**src/rtl/dma_pcis_resp_framer_if.sv**
```systemverilog
// Bus bundle for dma_pcis_resp_framer: AR/AW commands, W-channel monitor, B response,
// 512b result stream and R channel. The framer connects through the slave modport.
interface dma_pcis_resp_framer_if #(
    parameter int DATA_W = 512,
    parameter int ID_W   = 6,
    parameter int LEN_W  = 8
) ();
    logic [ID_W-1:0]   s_arid;
    logic [LEN_W-1:0]  s_arlen;
    logic              s_arvalid;
    logic              s_arready;
    logic [ID_W-1:0]   s_awid;
    logic              s_awvalid;
    logic              s_awready;
    logic              mon_wvalid;
    logic              mon_wready;
    logic              mon_wlast;
    logic [ID_W-1:0]   s_bid;
    logic [1:0]        s_bresp;
    logic              s_bvalid;
    logic              s_bready;
    logic [DATA_W-1:0] st_tdata;
    logic              st_tvalid;
    logic              st_tready;
    logic [ID_W-1:0]   s_rid;
    logic [DATA_W-1:0] s_rdata;
    logic [1:0]        s_rresp;
    logic              s_rlast;
    logic              s_rvalid;
    logic              s_rready;

    modport slave (
        input  s_arid, s_arlen, s_arvalid,
        output s_arready,
        input  s_awid, s_awvalid,
        output s_awready,
        input  mon_wvalid, mon_wready, mon_wlast,
        output s_bid, s_bresp, s_bvalid,
        input  s_bready,
        input  st_tdata, st_tvalid,
        output st_tready,
        output s_rid, s_rdata, s_rresp, s_rlast, s_rvalid,
        input  s_rready
    );

    modport master (
        output s_arid, s_arlen, s_arvalid,
        input  s_arready,
        output s_awid, s_awvalid,
        input  s_awready,
        output mon_wvalid, mon_wready, mon_wlast,
        input  s_bid, s_bresp, s_bvalid,
        output s_bready,
        output st_tdata, st_tvalid,
        input  st_tready,
        input  s_rid, s_rdata, s_rresp, s_rlast, s_rvalid,
        output s_rready
    );
endinterface

```
**src/rtl/dma_pcis_resp_framer.sv**
```systemverilog
// AXI response framer for the DMA PCIS slave: frames the result stream into R bursts per AR
// and pairs completed W bursts with AWs for B. Optional stall timeout: RESP_FRAMER_TIMEOUT_EN.
module dma_pcis_resp_framer #(
    parameter int DATA_W      = 512,
    parameter int ID_W        = 6,
    parameter int LEN_W       = 8,
    parameter int CMD_DEPTH   = 4,
    parameter int TIMEOUT_CYC = 1024
) (
    input  logic                  clk,
    input  logic                  rst_n,
    dma_pcis_resp_framer_if.slave bus
);
    localparam int PTR_W = $clog2(CMD_DEPTH);
    localparam int CNT_W = PTR_W + 1;
    localparam logic [CNT_W-1:0] DEPTH_C = CNT_W'(CMD_DEPTH);

    if (CMD_DEPTH < 2 || (CMD_DEPTH & (CMD_DEPTH - 1)) != 0) begin : g_bad_depth
        $error("CMD_DEPTH must be a power of two, at least 2");
    end
    if (TIMEOUT_CYC < 1) begin : g_bad_timeout
        $error("TIMEOUT_CYC must be at least 1");
    end

    typedef enum logic [0:0] {
        RD_IDLE  = 1'b0,
        RD_BURST = 1'b1
    } rd_state_e;

    // ---------------- AR command FIFO ----------------
    logic [ID_W-1:0]  ar_id_mem_q  [CMD_DEPTH];
    logic [LEN_W-1:0] ar_len_mem_q [CMD_DEPTH];
    logic [PTR_W-1:0] ar_wptr_q, ar_rptr_q;
    logic [CNT_W-1:0] ar_cnt_q, ar_cnt_d;
    logic             ar_rdy_q;
    logic             ar_push_s, ar_pop_s, ar_empty_s;

    assign ar_push_s  = bus.s_arvalid & ar_rdy_q;
    assign ar_empty_s = (ar_cnt_q == {CNT_W{1'b0}});

    // AR occupancy next state
    always_comb begin
        ar_cnt_d = ar_cnt_q;
        case ({ar_push_s, ar_pop_s})
            2'b10:   ar_cnt_d = ar_cnt_q + CNT_W'(1);
            2'b01:   ar_cnt_d = ar_cnt_q - CNT_W'(1);
            default: ar_cnt_d = ar_cnt_q;
        endcase
    end

    // AR storage, pointers, and registered ready (low during reset)
    always_ff @(posedge clk or negedge rst_n) begin
        if (!rst_n) begin
            for (int i = 0; i < CMD_DEPTH; i++) begin
                ar_id_mem_q[i]  <= {ID_W{1'b0}};
                ar_len_mem_q[i] <= {LEN_W{1'b0}};
            end
            ar_wptr_q <= {PTR_W{1'b0}};
            ar_rptr_q <= {PTR_W{1'b0}};
            ar_cnt_q  <= {CNT_W{1'b0}};
            ar_rdy_q  <= 1'b0;
        end else begin
            if (ar_push_s) begin
                ar_id_mem_q[ar_wptr_q]  <= bus.s_arid;
                ar_len_mem_q[ar_wptr_q] <= bus.s_arlen;
                ar_wptr_q               <= ar_wptr_q + PTR_W'(1);
            end
            if (ar_pop_s) begin
                ar_rptr_q <= ar_rptr_q + PTR_W'(1);
            end
            ar_cnt_q <= ar_cnt_d;
            ar_rdy_q <= (ar_cnt_d != DEPTH_C);
        end
    end

    // ---------------- Read framing FSM ----------------
    rd_state_e         state_q, state_d;
    logic [ID_W-1:0]   cmd_id_q, cmd_id_d;
    logic [LEN_W-1:0]  cmd_len_q, cmd_len_d;
    logic [LEN_W-1:0]  beat_q, beat_d;
    logic              rvalid_s, tready_s, rlast_s, r_hs_s;
    logic [DATA_W-1:0] rdata_s;
    logic [ID_W-1:0]   rid_s;
    logic [1:0]        rresp_s;

`ifdef RESP_FRAMER_TIMEOUT_EN
    localparam int STALL_W = $clog2(TIMEOUT_CYC + 1);
    localparam logic [STALL_W-1:0] STALL_LIM_C = STALL_W'(TIMEOUT_CYC - 1);
    logic [STALL_W-1:0] stall_q, stall_d;
    logic               to_q, to_d;
`endif

    // Read FSM next state and R/stream outputs; the stream passes straight through in BURST
    always_comb begin
        state_d   = state_q;
        cmd_id_d  = cmd_id_q;
        cmd_len_d = cmd_len_q;
        beat_d    = beat_q;
        ar_pop_s  = 1'b0;
        rvalid_s  = 1'b0;
        tready_s  = 1'b0;
        rdata_s   = {DATA_W{1'b0}};
        rid_s     = {ID_W{1'b0}};
        rresp_s   = 2'b00;
        rlast_s   = 1'b0;
        r_hs_s    = 1'b0;
`ifdef RESP_FRAMER_TIMEOUT_EN
        stall_d   = stall_q;
        to_d      = to_q;
`endif
        case (state_q)
            RD_IDLE: begin
`ifdef RESP_FRAMER_TIMEOUT_EN
                stall_d = {STALL_W{1'b0}};
                to_d    = 1'b0;
`endif
                if (!ar_empty_s) begin
                    ar_pop_s  = 1'b1;
                    cmd_id_d  = ar_id_mem_q[ar_rptr_q];
                    cmd_len_d = ar_len_mem_q[ar_rptr_q];
                    beat_d    = {LEN_W{1'b0}};
                    state_d   = RD_BURST;
                end else begin
                    state_d   = RD_IDLE;
                end
            end
            RD_BURST: begin
                rid_s   = cmd_id_q;
                rlast_s = (beat_q == cmd_len_q);
`ifdef RESP_FRAMER_TIMEOUT_EN
                // Once timed out, the rest of the burst is synthesised as SLVERR beats
                if (to_q) begin
                    rvalid_s = 1'b1;
                    rresp_s  = 2'b10;
                end else begin
                    rvalid_s = bus.st_tvalid;
                    tready_s = bus.s_rready;
                    rdata_s  = bus.st_tdata;
                    if (bus.st_tvalid) begin
                        stall_d = {STALL_W{1'b0}};
                    end else if (stall_q == STALL_LIM_C) begin
                        stall_d = {STALL_W{1'b0}};
                        to_d    = 1'b1;
                    end else begin
                        stall_d = stall_q + STALL_W'(1);
                    end
                end
`else
                rvalid_s = bus.st_tvalid;
                tready_s = bus.s_rready;
                rdata_s  = bus.st_tdata;
`endif
                r_hs_s = rvalid_s & bus.s_rready;
                if (r_hs_s) begin
                    if (rlast_s) begin
`ifdef RESP_FRAMER_TIMEOUT_EN
                        stall_d = {STALL_W{1'b0}};
                        to_d    = 1'b0;
`endif
                        if (!ar_empty_s) begin
                            ar_pop_s  = 1'b1;
                            cmd_id_d  = ar_id_mem_q[ar_rptr_q];
                            cmd_len_d = ar_len_mem_q[ar_rptr_q];
                            beat_d    = {LEN_W{1'b0}};
                        end else begin
                            state_d   = RD_IDLE;
                        end
                    end else begin
                        beat_d = beat_q + LEN_W'(1);
                    end
                end else begin
                    beat_d = beat_q;
                end
            end
            default: begin
                state_d = RD_IDLE;
            end
        endcase
    end

    // Read FSM state and command registers
    always_ff @(posedge clk or negedge rst_n) begin
        if (!rst_n) begin
            state_q   <= RD_IDLE;
            cmd_id_q  <= {ID_W{1'b0}};
            cmd_len_q <= {LEN_W{1'b0}};
            beat_q    <= {LEN_W{1'b0}};
`ifdef RESP_FRAMER_TIMEOUT_EN
            stall_q   <= {STALL_W{1'b0}};
            to_q      <= 1'b0;
`endif
        end else begin
            state_q   <= state_d;
            cmd_id_q  <= cmd_id_d;
            cmd_len_q <= cmd_len_d;
            beat_q    <= beat_d;
`ifdef RESP_FRAMER_TIMEOUT_EN
            stall_q   <= stall_d;
            to_q      <= to_d;
`endif
        end
    end

    // ---------------- Write response path ----------------
    logic [ID_W-1:0]  aw_mem_q [CMD_DEPTH];
    logic [PTR_W-1:0] aw_wptr_q, aw_rptr_q;
    logic [CNT_W-1:0] aw_cnt_q, aw_cnt_d;
    logic             aw_rdy_q;
    logic             aw_push_s, aw_empty_s;
    logic [CNT_W-1:0] pend_q, pend_d;
    logic             bvalid_q, bvalid_d;
    logic [ID_W-1:0]  bid_q, bid_d;
    logic             b_hs_s, w_done_s;

    assign aw_push_s  = bus.s_awvalid & aw_rdy_q;
    assign aw_empty_s = (aw_cnt_q == {CNT_W{1'b0}});
    assign b_hs_s     = bvalid_q & bus.s_bready;
    assign w_done_s   = bus.mon_wvalid & bus.mon_wready & bus.mon_wlast;

    // AW occupancy, pending-wlast count and B issue; the B handshake is the AW pop
    always_comb begin
        aw_cnt_d = aw_cnt_q;
        case ({aw_push_s, b_hs_s})
            2'b10:   aw_cnt_d = aw_cnt_q + CNT_W'(1);
            2'b01:   aw_cnt_d = aw_cnt_q - CNT_W'(1);
            default: aw_cnt_d = aw_cnt_q;
        endcase

        pend_d = pend_q;
        if (w_done_s && !b_hs_s && (pend_q != DEPTH_C)) begin
            pend_d = pend_q + CNT_W'(1);
        end else if (!w_done_s && b_hs_s) begin
            pend_d = pend_q - CNT_W'(1);
        end else begin
            pend_d = pend_q;
        end

        bvalid_d = bvalid_q;
        bid_d    = bid_q;
        if (bvalid_q) begin
            bvalid_d = !bus.s_bready;
        end else if ((pend_q != {CNT_W{1'b0}}) && !aw_empty_s) begin
            bvalid_d = 1'b1;
            bid_d    = aw_mem_q[aw_rptr_q];
        end else begin
            bvalid_d = 1'b0;
        end
    end

    // AW storage, pending count and B registers
    always_ff @(posedge clk or negedge rst_n) begin
        if (!rst_n) begin
            for (int i = 0; i < CMD_DEPTH; i++) begin
                aw_mem_q[i] <= {ID_W{1'b0}};
            end
            aw_wptr_q <= {PTR_W{1'b0}};
            aw_rptr_q <= {PTR_W{1'b0}};
            aw_cnt_q  <= {CNT_W{1'b0}};
            aw_rdy_q  <= 1'b0;
            pend_q    <= {CNT_W{1'b0}};
            bvalid_q  <= 1'b0;
            bid_q     <= {ID_W{1'b0}};
        end else begin
            if (aw_push_s) begin
                aw_mem_q[aw_wptr_q] <= bus.s_awid;
                aw_wptr_q           <= aw_wptr_q + PTR_W'(1);
            end
            if (b_hs_s) begin
                aw_rptr_q <= aw_rptr_q + PTR_W'(1);
            end
            aw_cnt_q <= aw_cnt_d;
            aw_rdy_q <= (aw_cnt_d != DEPTH_C);
            pend_q   <= pend_d;
            bvalid_q <= bvalid_d;
            bid_q    <= bid_d;
        end
    end

    assign bus.s_arready = ar_rdy_q;
    assign bus.s_awready = aw_rdy_q;
    assign bus.s_bvalid  = bvalid_q;
    assign bus.s_bid     = bid_q;
    assign bus.s_bresp   = 2'b00;
    assign bus.st_tready = tready_s;
    assign bus.s_rvalid  = rvalid_s;
    assign bus.s_rdata   = rdata_s;
    assign bus.s_rid     = rid_s;
    assign bus.s_rresp   = rresp_s;
    assign bus.s_rlast   = rlast_s;
endmodule

```
**src/flat_wrapper.sv**
```systemverilog
// flat-port wrapper written by rule: the top's interface ports become plain ports
module dma_pcis_resp_framer_flat 
#(
    parameter int DATA_W      = 512,
    parameter int ID_W        = 6,
    parameter int LEN_W       = 8,
    parameter int CMD_DEPTH   = 4,
    parameter int TIMEOUT_CYC = 1024
)
  (clk, rst_n, bus_s_arid, bus_s_arlen, bus_s_arvalid, bus_s_arready, bus_s_awid, bus_s_awvalid, bus_s_awready, bus_mon_wvalid, bus_mon_wready, bus_mon_wlast, bus_s_bid, bus_s_bresp, bus_s_bvalid, bus_s_bready, bus_st_tdata, bus_st_tvalid, bus_st_tready, bus_s_rid, bus_s_rdata, bus_s_rresp, bus_s_rlast, bus_s_rvalid, bus_s_rready);
  dma_pcis_resp_framer_if #(.DATA_W(DATA_W), .ID_W(ID_W), .LEN_W(LEN_W)) bus_i ();
  input  logic clk;
  input  logic rst_n;
  input wire logic [$bits(bus_i.s_arid)-1:0] bus_s_arid;
  input wire logic [$bits(bus_i.s_arlen)-1:0] bus_s_arlen;
  input wire logic [$bits(bus_i.s_arvalid)-1:0] bus_s_arvalid;
  output wire logic [$bits(bus_i.s_arready)-1:0] bus_s_arready;
  input wire logic [$bits(bus_i.s_awid)-1:0] bus_s_awid;
  input wire logic [$bits(bus_i.s_awvalid)-1:0] bus_s_awvalid;
  output wire logic [$bits(bus_i.s_awready)-1:0] bus_s_awready;
  input wire logic [$bits(bus_i.mon_wvalid)-1:0] bus_mon_wvalid;
  input wire logic [$bits(bus_i.mon_wready)-1:0] bus_mon_wready;
  input wire logic [$bits(bus_i.mon_wlast)-1:0] bus_mon_wlast;
  output wire logic [$bits(bus_i.s_bid)-1:0] bus_s_bid;
  output wire logic [$bits(bus_i.s_bresp)-1:0] bus_s_bresp;
  output wire logic [$bits(bus_i.s_bvalid)-1:0] bus_s_bvalid;
  input wire logic [$bits(bus_i.s_bready)-1:0] bus_s_bready;
  input wire logic [$bits(bus_i.st_tdata)-1:0] bus_st_tdata;
  input wire logic [$bits(bus_i.st_tvalid)-1:0] bus_st_tvalid;
  output wire logic [$bits(bus_i.st_tready)-1:0] bus_st_tready;
  output wire logic [$bits(bus_i.s_rid)-1:0] bus_s_rid;
  output wire logic [$bits(bus_i.s_rdata)-1:0] bus_s_rdata;
  output wire logic [$bits(bus_i.s_rresp)-1:0] bus_s_rresp;
  output wire logic [$bits(bus_i.s_rlast)-1:0] bus_s_rlast;
  output wire logic [$bits(bus_i.s_rvalid)-1:0] bus_s_rvalid;
  input wire logic [$bits(bus_i.s_rready)-1:0] bus_s_rready;
  assign bus_i.s_arid = bus_s_arid;
  assign bus_i.s_arlen = bus_s_arlen;
  assign bus_i.s_arvalid = bus_s_arvalid;
  assign bus_s_arready = bus_i.s_arready;
  assign bus_i.s_awid = bus_s_awid;
  assign bus_i.s_awvalid = bus_s_awvalid;
  assign bus_s_awready = bus_i.s_awready;
  assign bus_i.mon_wvalid = bus_mon_wvalid;
  assign bus_i.mon_wready = bus_mon_wready;
  assign bus_i.mon_wlast = bus_mon_wlast;
  assign bus_s_bid = bus_i.s_bid;
  assign bus_s_bresp = bus_i.s_bresp;
  assign bus_s_bvalid = bus_i.s_bvalid;
  assign bus_i.s_bready = bus_s_bready;
  assign bus_i.st_tdata = bus_st_tdata;
  assign bus_i.st_tvalid = bus_st_tvalid;
  assign bus_st_tready = bus_i.st_tready;
  assign bus_s_rid = bus_i.s_rid;
  assign bus_s_rdata = bus_i.s_rdata;
  assign bus_s_rresp = bus_i.s_rresp;
  assign bus_s_rlast = bus_i.s_rlast;
  assign bus_s_rvalid = bus_i.s_rvalid;
  assign bus_i.s_rready = bus_s_rready;
  dma_pcis_resp_framer #(.DATA_W(DATA_W), .ID_W(ID_W), .LEN_W(LEN_W), .CMD_DEPTH(CMD_DEPTH), .TIMEOUT_CYC(TIMEOUT_CYC)) u_core (.clk(clk), .rst_n(rst_n), .bus(bus_i));
endmodule
```
**config.mk**
```make
export PLATFORM = sky130hd
export DESIGN_NAME = dma_pcis_resp_framer_flat
export DESIGN_NICKNAME = d
export VERILOG_FILES = /design/src/rtl/dma_pcis_resp_framer_if.sv /design/src/rtl/dma_pcis_resp_framer.sv /design/src/flat_wrapper.sv
export SDC_FILE = /design/constraint.sdc
export NUM_CORES = 1
export LEC_CHECK = 0
export CAP_MARGIN = 20
export CORE_AREA = 2 2 419 421
export DETAILED_ROUTE_END_ITERATION = 12
export DIE_AREA = 0 0 421 423
export PLACE_DENSITY = 0.34
export SLEW_MARGIN = 20
export SYNTH_ARGS = -nofsm -noshare
export SYNTH_HDL_FRONTEND = slang
export SYNTH_SLANG_ARGS = --single-unit
export TNS_END_PERCENT = 30
```
**constraint.sdc**
```tcl
create_clock -name clk -period 5.8 [get_ports clk]
set_input_delay 0.87 -clock clk [delete_from_list [all_inputs] [get_ports clk]]
set_output_delay 0.87 -clock clk [all_outputs]
set_load 0.01 [all_outputs]
```
==> results of run 1 <==
[power by group through the flow]
stage | Sequential, W | Combinational [W] | Clock (W)
finish | 0.00154 | 0.00218 | 0.00118
global route | 0.00160 | 0.00235 | 0.00126
CTS | 0.00155 | 0.00226 | 0.00123
detailed placement | 0.00156 | 0.00225 | 0
global placement | 0.00155 | 0.00225 | 0
floorplan | 0.00147 | 0.00105 | 0
[layer usage]
layer	vias up	wire length, µm
li1	5207	-
met1	5527	52800
met2	698	60300
met3	188	17700
met4	120	2270
met5	-	736
[area by class of cell]
class	count	area, µm²
tap	2325	2910
inverter	15	61.3
sequential	129	3230
clock inverter	14	213
timing repair buffer	1077	10800
multi-input combinational	761	5740
clock buffer	17	425
antenna	30	75.1
fill	19700	150000
[kinds of logic after synthesis]
kind of cell,after synthesis
mux,127
other cells,1
buf+inv,87
flops,129
simple gates,576
xor+xnor,22
compound gates,18
fa+ha+maj,14
[cell usage in the layout, fill, tap and decap left out, types with 3 or more instances in the layout]
cell and instances:
sky130_fd_sc_hd__clkdlybuf4s50_1 1070, sky130_fd_sc_hd__and2_1 521, sky130_fd_sc_hd__dfrtp_1 128, sky130_fd_sc_hd__mux2_2 89, sky130_fd_sc_hd__diode_2 30, sky130_fd_sc_hd__mux4_2 20
sky130_fd_sc_hd__clkbuf_16 17, sky130_fd_sc_hd__inv_1 14, sky130_fd_sc_hd__mux2_1 14, sky130_fd_sc_hd__nand2_1 13, sky130_fd_sc_hd__nand3_1 13, sky130_fd_sc_hd__xor2_1 12
sky130_fd_sc_hd__ha_1 11, sky130_fd_sc_hd__xnor2_1 10, sky130_fd_sc_hd__nor2_1 9, sky130_fd_sc_hd__nor3_1 5, sky130_fd_sc_hd__bufinv_16 5, sky130_fd_sc_hd__mux2i_1 4
sky130_fd_sc_hd__conb_1 4, sky130_fd_sc_hd__clkinv_2 4, sky130_fd_sc_hd__buf_12 4, sky130_fd_sc_hd__a21o_1 3, sky130_fd_sc_hd__and3_1 3, sky130_fd_sc_hd__inv_6 3
sky130_fd_sc_hd__fa_1 3, sky130_fd_sc_hd__buf_4 3
[synthesized netlist by cell type, drive strengths merged, types with 2 or more instances]
cell,n
a21o,3
a21oi,3
and2,521
and3,3
buf,8
clkbuf,64
dfrtp,129
fa,3
ha,11
inv,15
mux2,103
mux2i,4
mux4,20
nand2,14
nand2b,2
nand3,13
nor2,9
nor3,6
nor4,3
o22ai,2
xnor2,10
xor2,12
[sequential cells by signal (all words and copies together) (netlist names), 3 cells and up]
name,count
u_core.ar_len_mem_q,32
u_core.ar_id_mem_q,24
u_core.aw_mem_q,24
u_core.beat_q,8
u_core.cmd_len_q,8
u_core.bus.s_bid,6
u_core.cmd_id_q,6
u_core.ar_cnt_q,3
u_core.aw_cnt_q,3
u_core.pend_q,3
[critical path, stage by stage, from the launching register on]
cell and delay, ns:
sky130_fd_sc_hd__dfrtp_4 0.58, sky130_fd_sc_hd__buf_4 0.67, sky130_fd_sc_hd__and2_1 0.34, sky130_fd_sc_hd__clkdlybuf4s50_1 0.60
[through the flow]
step / area [µm²] / power, W / setup WS, ns / hold WS [ns]
6_report: 23500 / 0.00490 / 2.26 / 0.482
2_1_floorplan: 9330 / 0.00251 / 2.92 / 0.450
3_3_place_gp: 22800 / 0.00380 / 1.66 / 0.475
3_5_place_dp: 22800 / 0.00381 / 1.77 / 0.475
4_1_cts: 23400 / 0.00503 / 2.19 / 0.488
5_1_grt: 23400 / 0.00522 / 2.02 / 0.510
[final timing paths]
check / to / startpoint
min in group asynchronous: u_core.ar_len_mem_q[12] / rst_n
worst max-delay path: bus_s_rdata[330] / u_core.state_q
max in group asynchronous: u_core.ar_len_mem_q[31] / rst_n
worst max register to register: u_core.bus.s_arready / u_core.state_q
worst min-delay path: u_core.cmd_id_q[3] / u_core.cmd_id_q[3]
worst min register to register: u_core.cmd_id_q[3] / u_core.cmd_id_q[3]
==> metrics.txt, run 1 <==
# TYPE chip_impl_metric gauge
chip_impl_metric{name="regToRegSetupSlack",unit="ns"} 2.72
chip_impl_metric{name="floorplan.rows",unit=""} 153
chip_impl_metric{name="globalRouteTotalUtil",unit="%"} 14.5
chip_impl_metric{name="firstDrtPassIters",unit=""} 4
chip_impl_metric{name="async_reset_ff_share",unit="%"} 100
chip_impl_metric{name="crit_fanout",unit=""} 102
chip_impl_metric{name="finalSetupViolations",unit=""} 0
chip_impl_info{name="primary_ff_master_synth",value="sky130_fd_sc_hd__dfrtp_1"} 1
chip_impl_info{name="cts_root_buf",value="sky130_fd_sc_hd__clkbuf_16"} 1
chip_impl_metric{name="port_buffers",unit=""} 1071
chip_impl_metric{name="avgSynthCellArea",unit="µm²"} 9.57
chip_impl_metric{name="synth-xor-area-share",unit="%"} 2.07
chip_impl_metric{name="grt_use_met2",unit="%"} 23.2
chip_impl_metric{name="drv_slew",unit=""} 0
chip_impl_metric{name="synth_seq_cells",unit=""} 129
chip_impl_metric{name="ctsHoldBuffers",unit=""} 0
chip_impl_metric{name="synth_enable_flop_cells",unit=""} 0
chip_impl_metric{name="synth_top_area_share",unit="%"} 35.0
chip_impl_metric{name="multiplexer_share_of_the_synthesized_area",unit="%"} 17.7
chip_impl_metric{name="p_leak",unit="nW"} 8.39
chip_impl_metric{name="worst_vdd_ir",unit="mV"} 0.199
chip_impl_metric{name="timing.fmax",unit="MHz"} 283
chip_impl_info{name="leading_cell_types_by_total_area_after_synthesis",value="sky130_fd_sc_hd__and2_1, sky130_fd_sc_hd__dfrtp_1, sky130_fd_sc_hd__mux2_2, sky130_fd_sc_hd__mux4_2, sky130_fd_sc_hd__clkbuf_1"} 1
chip_impl_metric{name="top_level_i_o_count",unit=""} 1076
chip_impl_metric{name="total_switching_power",unit="W"} 0.00152
chip_impl_metric{name="drt_drc_violations_left",unit=""} 0
chip_impl_metric{name="grt_max_degree",unit=""} 158
chip_impl_metric{name="cts_setup_buffers",unit=""} 0
chip_impl_info{name="hold_path_class",value="flop to flop"} 1
chip_impl_metric{name="skew",unit="ns"} 0.0164
chip_impl_info{name="crit_path_start_kind",value="flop"} 1
chip_impl_metric{name="power.switching_fraction",unit="%"} 31.0
chip_impl_metric{name="timing.reg2reg.worst_path_depth",unit=""} 12
chip_impl_metric{name="p_comb_share",unit="%"} 44.5
chip_impl_metric{name="die_width",unit="µm"} 421
chip_impl_info{name="run_status",value="complete, no violations"} 1
chip_impl_metric{name="ant_nets",unit=""} 0
chip_impl_metric{name="timing.max_slew.rel_slack",unit="%"} 34.9
chip_impl_metric{name="hpwl",unit="µm"} 123000
chip_impl_metric{name="power_density_cells",unit="mW/mm²"} 209
chip_impl_metric{name="via_count",unit=""} 11700
chip_impl_metric{name="timing_worst_slew_pin_value",unit="ns"} 0.973
chip_impl_metric{name="detailedRoute.firstIterationViolations",unit=""} 434
chip_impl_metric{name="synth.yosys.seq_area_share",unit="%"} 34.6
chip_impl_metric{name="post_drt_via_cell_ratio",unit=""} 2.69
chip_impl_metric{name="antenna_violations_before_repair",unit=""} 179
chip_impl_metric{name="cp.arrival",unit="ns"} 2.67
chip_impl_metric{name="first_global_vias",unit=""} 12000
chip_impl_metric{name="worst_hold_path.num_cells",unit=""} 1
chip_impl_metric{name="required",unit="ns"} 4.93
chip_impl_info{name="rsz0062_at_grt",value="false"} 1
chip_impl_info{name="synth_top_family_by_area",value="simple AND/OR/NAND/NOR gates"} 1
chip_impl_metric{name="floorplan.initialDensity",unit="%"} 5.38
chip_impl_metric{name="power_frac_seq",unit="%"} 31.4
chip_impl_metric{name="synth_cells",unit=""} 974
chip_impl_metric{name="grt_util_met3",unit="%"} 8.77
chip_impl_metric{name="setup-tns-final",unit="ns"} 0
chip_impl_info{name="grt_most_used_layer",value="met2"} 1
chip_impl_metric{name="gr_ovfl_total",unit=""} 0
chip_impl_metric{name="post_layout_utilization_of_the_core",unit="%"} 13.5
chip_impl_metric{name="cap_viol_max_count",unit=""} 0
chip_impl_metric{name="yosys.area_share.adder",unit="%"} 2.12
chip_impl_info{name="tritoncts",value="done"} 1
chip_impl_metric{name="final-instance-count-excl-fill",unit=""} 4368
chip_impl_metric{name="place_congestion",unit=""} 0.913
chip_impl_metric{name="final_hold_viol_count",unit=""} 0
chip_impl_metric{name="area_growth_syn_to_layout",unit="%"} 152
chip_impl_metric{name="use_met1",unit="%"} 16.9
chip_impl_metric{name="power.clock.fraction",unit="%"} 24.0
chip_impl_metric{name="cts_num_sinks",unit=""} 129
chip_impl_metric{name="cts.clk_slew.worst_paths",unit="ns"} 0.06
chip_impl_metric{name="clock_tree.htree_level_count",unit=""} 4
chip_impl_metric{name="period_needed",unit="ns"} 3.54
chip_impl_metric{name="place.detailed.instances",unit=""} 4307
chip_impl_metric{name="post_cts_resize_count",unit=""} 0
chip_impl_metric{name="fin_crit_sh",unit="%"} 61.0
chip_impl_metric{name="core_area",unit="mm²"} 0.173
chip_impl_metric{name="maximum_number_of_buffers_from_clock_root_to_sink",unit=""} 2
chip_impl_metric{name="post_route_cells_drive_above_1_share",unit="%"} 7.70
chip_impl_metric{name="cts_bufs_inserted",unit=""} 17
chip_impl_metric{name="grt_first_pass_wirelength",unit="µm"} 162000
chip_impl_metric{name="finalWirelength",unit="µm"} 134000
chip_impl_metric{name="die_h",unit="µm"} 423
chip_impl_metric{name="synth-simple-area-share",unit="%"} 38.1
chip_impl_metric{name="cellInternalPower",unit="W"} 0.00338
chip_impl_metric{name="mappedNetlistArea",unit="mm²"} 0.00932
chip_impl_metric{name="synth-compound-area-share",unit="%"} 1.48
chip_impl_metric{name="synth.yosys.warnings",unit=""} 0
chip_impl_info{name="endpoint_kind",value="primary output"} 1
chip_impl_metric{name="route.detailed.wl_per_inst",unit="µm"} 30.6
chip_impl_metric{name="numnets_final",unit=""} 2557
chip_impl_info{name="crit_type",value="flop to primary output"} 1
chip_impl_metric{name="design.die.area",unit="mm²"} 0.178
chip_impl_metric{name="synth.lib_cells_used.distinct",unit=""} 45
chip_impl_info{name="synth.largest_area_cell",value="sky130_fd_sc_hd__and2_1"} 1
chip_impl_metric{name="worst_skew_pair.late_latency",unit="ns"} 0.43
No activity file was read; power rests on OpenSTA's default activity.
==> inputs of run 2 (changes only) <==
Settings changed: CORE_AREA 2 2 419 421 to 2 2 420 422, DIE_AREA 0 0 421 423 to 0 0 422 424, PLACE_DENSITY 0.34 to 0.35.
Clock period 5.8 ns to 2.9 ns, I/O delays scaled along.
==> metrics.txt, run 2 (synthesis results as in run 1) <==
# TYPE chip_impl_metric gauge
chip_impl_info{name="run_status",value="complete, no violations"} 1
chip_impl_metric{name="via_count",unit=""} 11800
chip_impl_info{name="cts_root_buf",value="sky130_fd_sc_hd__clkbuf_16"} 1
chip_impl_metric{name="antenna_violations_before_repair",unit=""} 142
chip_impl_metric{name="cp_max_stage_delay",unit="ns"} 0.57
chip_impl_metric{name="ant_nets",unit=""} 0
chip_impl_metric{name="place_congestion",unit=""} 0.877
chip_impl_metric{name="die_width",unit="µm"} 422
chip_impl_metric{name="crit_fanout",unit=""} 113
chip_impl_metric{name="detail_route.wirelength.met1",unit="µm"} 53600
chip_impl_metric{name="cp.arrival",unit="ns"} 2.37
chip_impl_info{name="path_cells",value="buf_4 > buf_12 > and2_1 > clkdlybuf4s50_1"} 1
chip_impl_metric{name="grt_first_pass_wirelength",unit="µm"} 152000
chip_impl_metric{name="port_buffers",unit=""} 1071
chip_impl_metric{name="drv_slew",unit=""} 0
chip_impl_metric{name="hold-worst-slack",unit="ns"} 0.479
chip_impl_metric{name="timing_worst_slew_pin_value",unit="ns"} 0.601
chip_impl_metric{name="n_fill_cell",unit=""} 20100
chip_impl_metric{name="numnets_final",unit=""} 2584
chip_impl_metric{name="fin_crit_sh",unit="%"} 96.7
chip_impl_metric{name="period_needed",unit="ns"} 2.80
chip_impl_metric{name="power_density_cells",unit="mW/mm²"} 416
chip_impl_info{name="crit_type",value="flop to primary output"} 1
chip_impl_metric{name="core_area",unit="mm²"} 0.175
chip_impl_metric{name="p_leak",unit="nW"} 8.59
chip_impl_metric{name="design.die.area",unit="mm²"} 0.179
chip_impl_metric{name="final_hold_viol_count",unit=""} 0
chip_impl_info{name="crit_path_start_kind",value="flop"} 1
chip_impl_metric{name="worst_vdd_ir",unit="mV"} 0.384
chip_impl_info{name="layout_commonest_cell",value="sky130_fd_sc_hd__clkdlybuf4s50_1"} 1
chip_impl_metric{name="worst_skew_pair.late_latency",unit="ns"} 0.43
chip_impl_metric{name="floorplan.rows",unit=""} 154
chip_impl_metric{name="top_level_i_o_count",unit=""} 1076
chip_impl_metric{name="timing.fmax",unit="MHz"} 357
chip_impl_info{name="reg.largest.list",value="u_core.ar_len_mem_q: 32 flops, u_core.ar_id_mem_q: 24 flops, u_core.aw_mem_q: 24 flops"} 1
chip_impl_metric{name="hpwl",unit="µm"} 115000
chip_impl_metric{name="timing.max_slew.rel_slack",unit="%"} 59.9
chip_impl_metric{name="required",unit="ns"} 2.47
chip_impl_info{name="regToRegStartpoint",value="u_core.beat_q[3]"} 1
chip_impl_info{name="layout_common_cells",value="sky130_fd_sc_hd__clkdlybuf4s50_1, sky130_fd_sc_hd__and2_1, sky130_fd_sc_hd__dfrtp_1, sky130_fd_sc_hd__mux2_2, sky130_fd_sc_hd__buf_4"} 1
chip_impl_metric{name="cts.clk_slew.worst_paths",unit="ns"} 0.06
chip_impl_info{name="max_flop_register",value="u_core.ar_len_mem_q"} 1
chip_impl_info{name="tritoncts",value="done"} 1
chip_impl_metric{name="skew",unit="ns"} 0.0107
chip_impl_info{name="min_from",value="u_core.cmd_id_q[1]"} 1
chip_impl_info{name="rsz0062_at_grt",value="false"} 1
chip_impl_metric{name="grt_max_degree",unit=""} 114
chip_impl_metric{name="route.detailed.wl_per_inst",unit="µm"} 28.6
chip_impl_metric{name="clock_tree.htree_level_count",unit=""} 4
chip_impl_info{name="crit_path_top_delay_cell",value="sky130_fd_sc_hd__clkdlybuf4s50_1"} 1
chip_impl_metric{name="finalWirelength",unit="µm"} 126000
chip_impl_metric{name="globalRouteTotalUtil",unit="%"} 13.4
chip_impl_metric{name="finalSetupViolations",unit=""} 0
chip_impl_metric{name="largest_register_ff_count",unit=""} 32
chip_impl_metric{name="cap_viol_max_count",unit=""} 0
chip_impl_metric{name="routed-wl-met3",unit="µm"} 16700
chip_impl_metric{name="maximum_number_of_buffers_from_clock_root_to_sink",unit=""} 2
chip_impl_metric{name="drt_drc_violations_left",unit=""} 0
chip_impl_metric{name="post_drt_via_cell_ratio",unit=""} 2.69
chip_impl_metric{name="post_route_cells_drive_above_1_share",unit="%"} 10.1
chip_impl_metric{name="post_layout_utilization_of_the_core",unit="%"} 13.6
chip_impl_metric{name="gr_ovfl_total",unit=""} 0
chip_impl_metric{name="floorplan.initialDensity",unit="%"} 5.33
chip_impl_metric{name="cts_num_sinks",unit=""} 129
chip_impl_info{name="timing.critical_path.from",value="u_core.state_q"} 1
chip_impl_metric{name="firstDrtPassIters",unit=""} 5
chip_impl_metric{name="first_global_vias",unit=""} 11800
chip_impl_metric{name="cts_bufs_inserted",unit=""} 17
chip_impl_info{name="hold_path_class",value="flop to flop"} 1
chip_impl_info{name="top_signal_layer_used",value="met5"} 1
chip_impl_info{name="worst_path_dominant_cell_family",value="buffers and inverters"} 1
chip_impl_info{name="endpoint_kind",value="primary output"} 1
chip_impl_metric{name="detailedRoute.firstIterationViolations",unit=""} 657
chip_impl_metric{name="worstPathBufferInverterCount",unit=""} 3
chip_impl_metric{name="area_growth_syn_to_layout",unit="%"} 155
chip_impl_metric{name="dr_wl_met2",unit="µm"} 53400
chip_impl_metric{name="die_h",unit="µm"} 424
==> run 2: power by group <==
part / switching (W) / total, W / internal [W]
Combinational: 0.00175 / 0.00445 / 0.00270
Clock: 0.000887 / 0.00234 / 0.00145
Sequential: 0.000501 / 0.00308 / 0.00258
==> run 2: final cells by class <==
| cell class | count | area, µm² | area share, % |
|---|---|---|---|
| antenna | 19 | 47.5 | 0.200 |
| clock buffer | 21 | 480 | 2.03 |
| clock inverter | 11 | 150 | 0.633 |
| inverter | 15 | 61.3 | 0.259 |
| multi-input combinational | 761 | 5760 | 24.3 |
| sequential | 129 | 3230 | 13.6 |
| tap | 2340 | 2930 | 12.3 |
| timing repair buffer | 1104 | 11100 | 46.6 |
==> run 2: metrics by stage <==
| step | cells | power, W | instance area (µm²) | TNS (ns) | setup WS (ns) |
|---|---|---|---|---|---|
| after floorplan | 977 | 0.00503 | 9330 | 0 | 0.196 |
| after global placement | 4345 | 0.00764 | 23000 | -0.0526 | -0.0526 |
| after detailed placement | 4345 | 0.00768 | 23000 | 0 | 0.0684 |
| after CTS | 4378 | 0.0101 | 23600 | 0 | 0.00182 |
| after global routing | 4383 | 0.0105 | 23700 | 0 | 0.00644 |
| final | 4400 | 0.00987 | 23700 | 0 | 0.0963 |
==> run 2: timing repair <==
item                       4_1_cts  5_1_grt
setup endpoints to repair        2       27
hold endpoints to repair        29        0
gates resized for setup          3        5
hold buffers                     1        0
setup buffers                    0        3
==> run 2: per-layer routing <==
layer | global-route usage [%] | up-vias
li1 | - | 5243
met1 | 16.9 | 5621
met2 | 20.1 | 702
met3 | 7.97 | 164
met4 | 1.45 | 104
met5 | 0 | -
==> run 2: worst paths after layout <==
kind	to	slack, ns	cells past startpoint
max	bus_s_rdata[438]	0.1	4
min	u_core.cmd_id_q[1]	0.48	1
max reg2reg	u_core.bus.s_arready	0.35	12
min reg2reg	u_core.cmd_id_q[1]	0.48	1
max in group asynchronous	u_core.state_q	1.61	3
min in group asynchronous	u_core.bus.s_bvalid	0.51	2
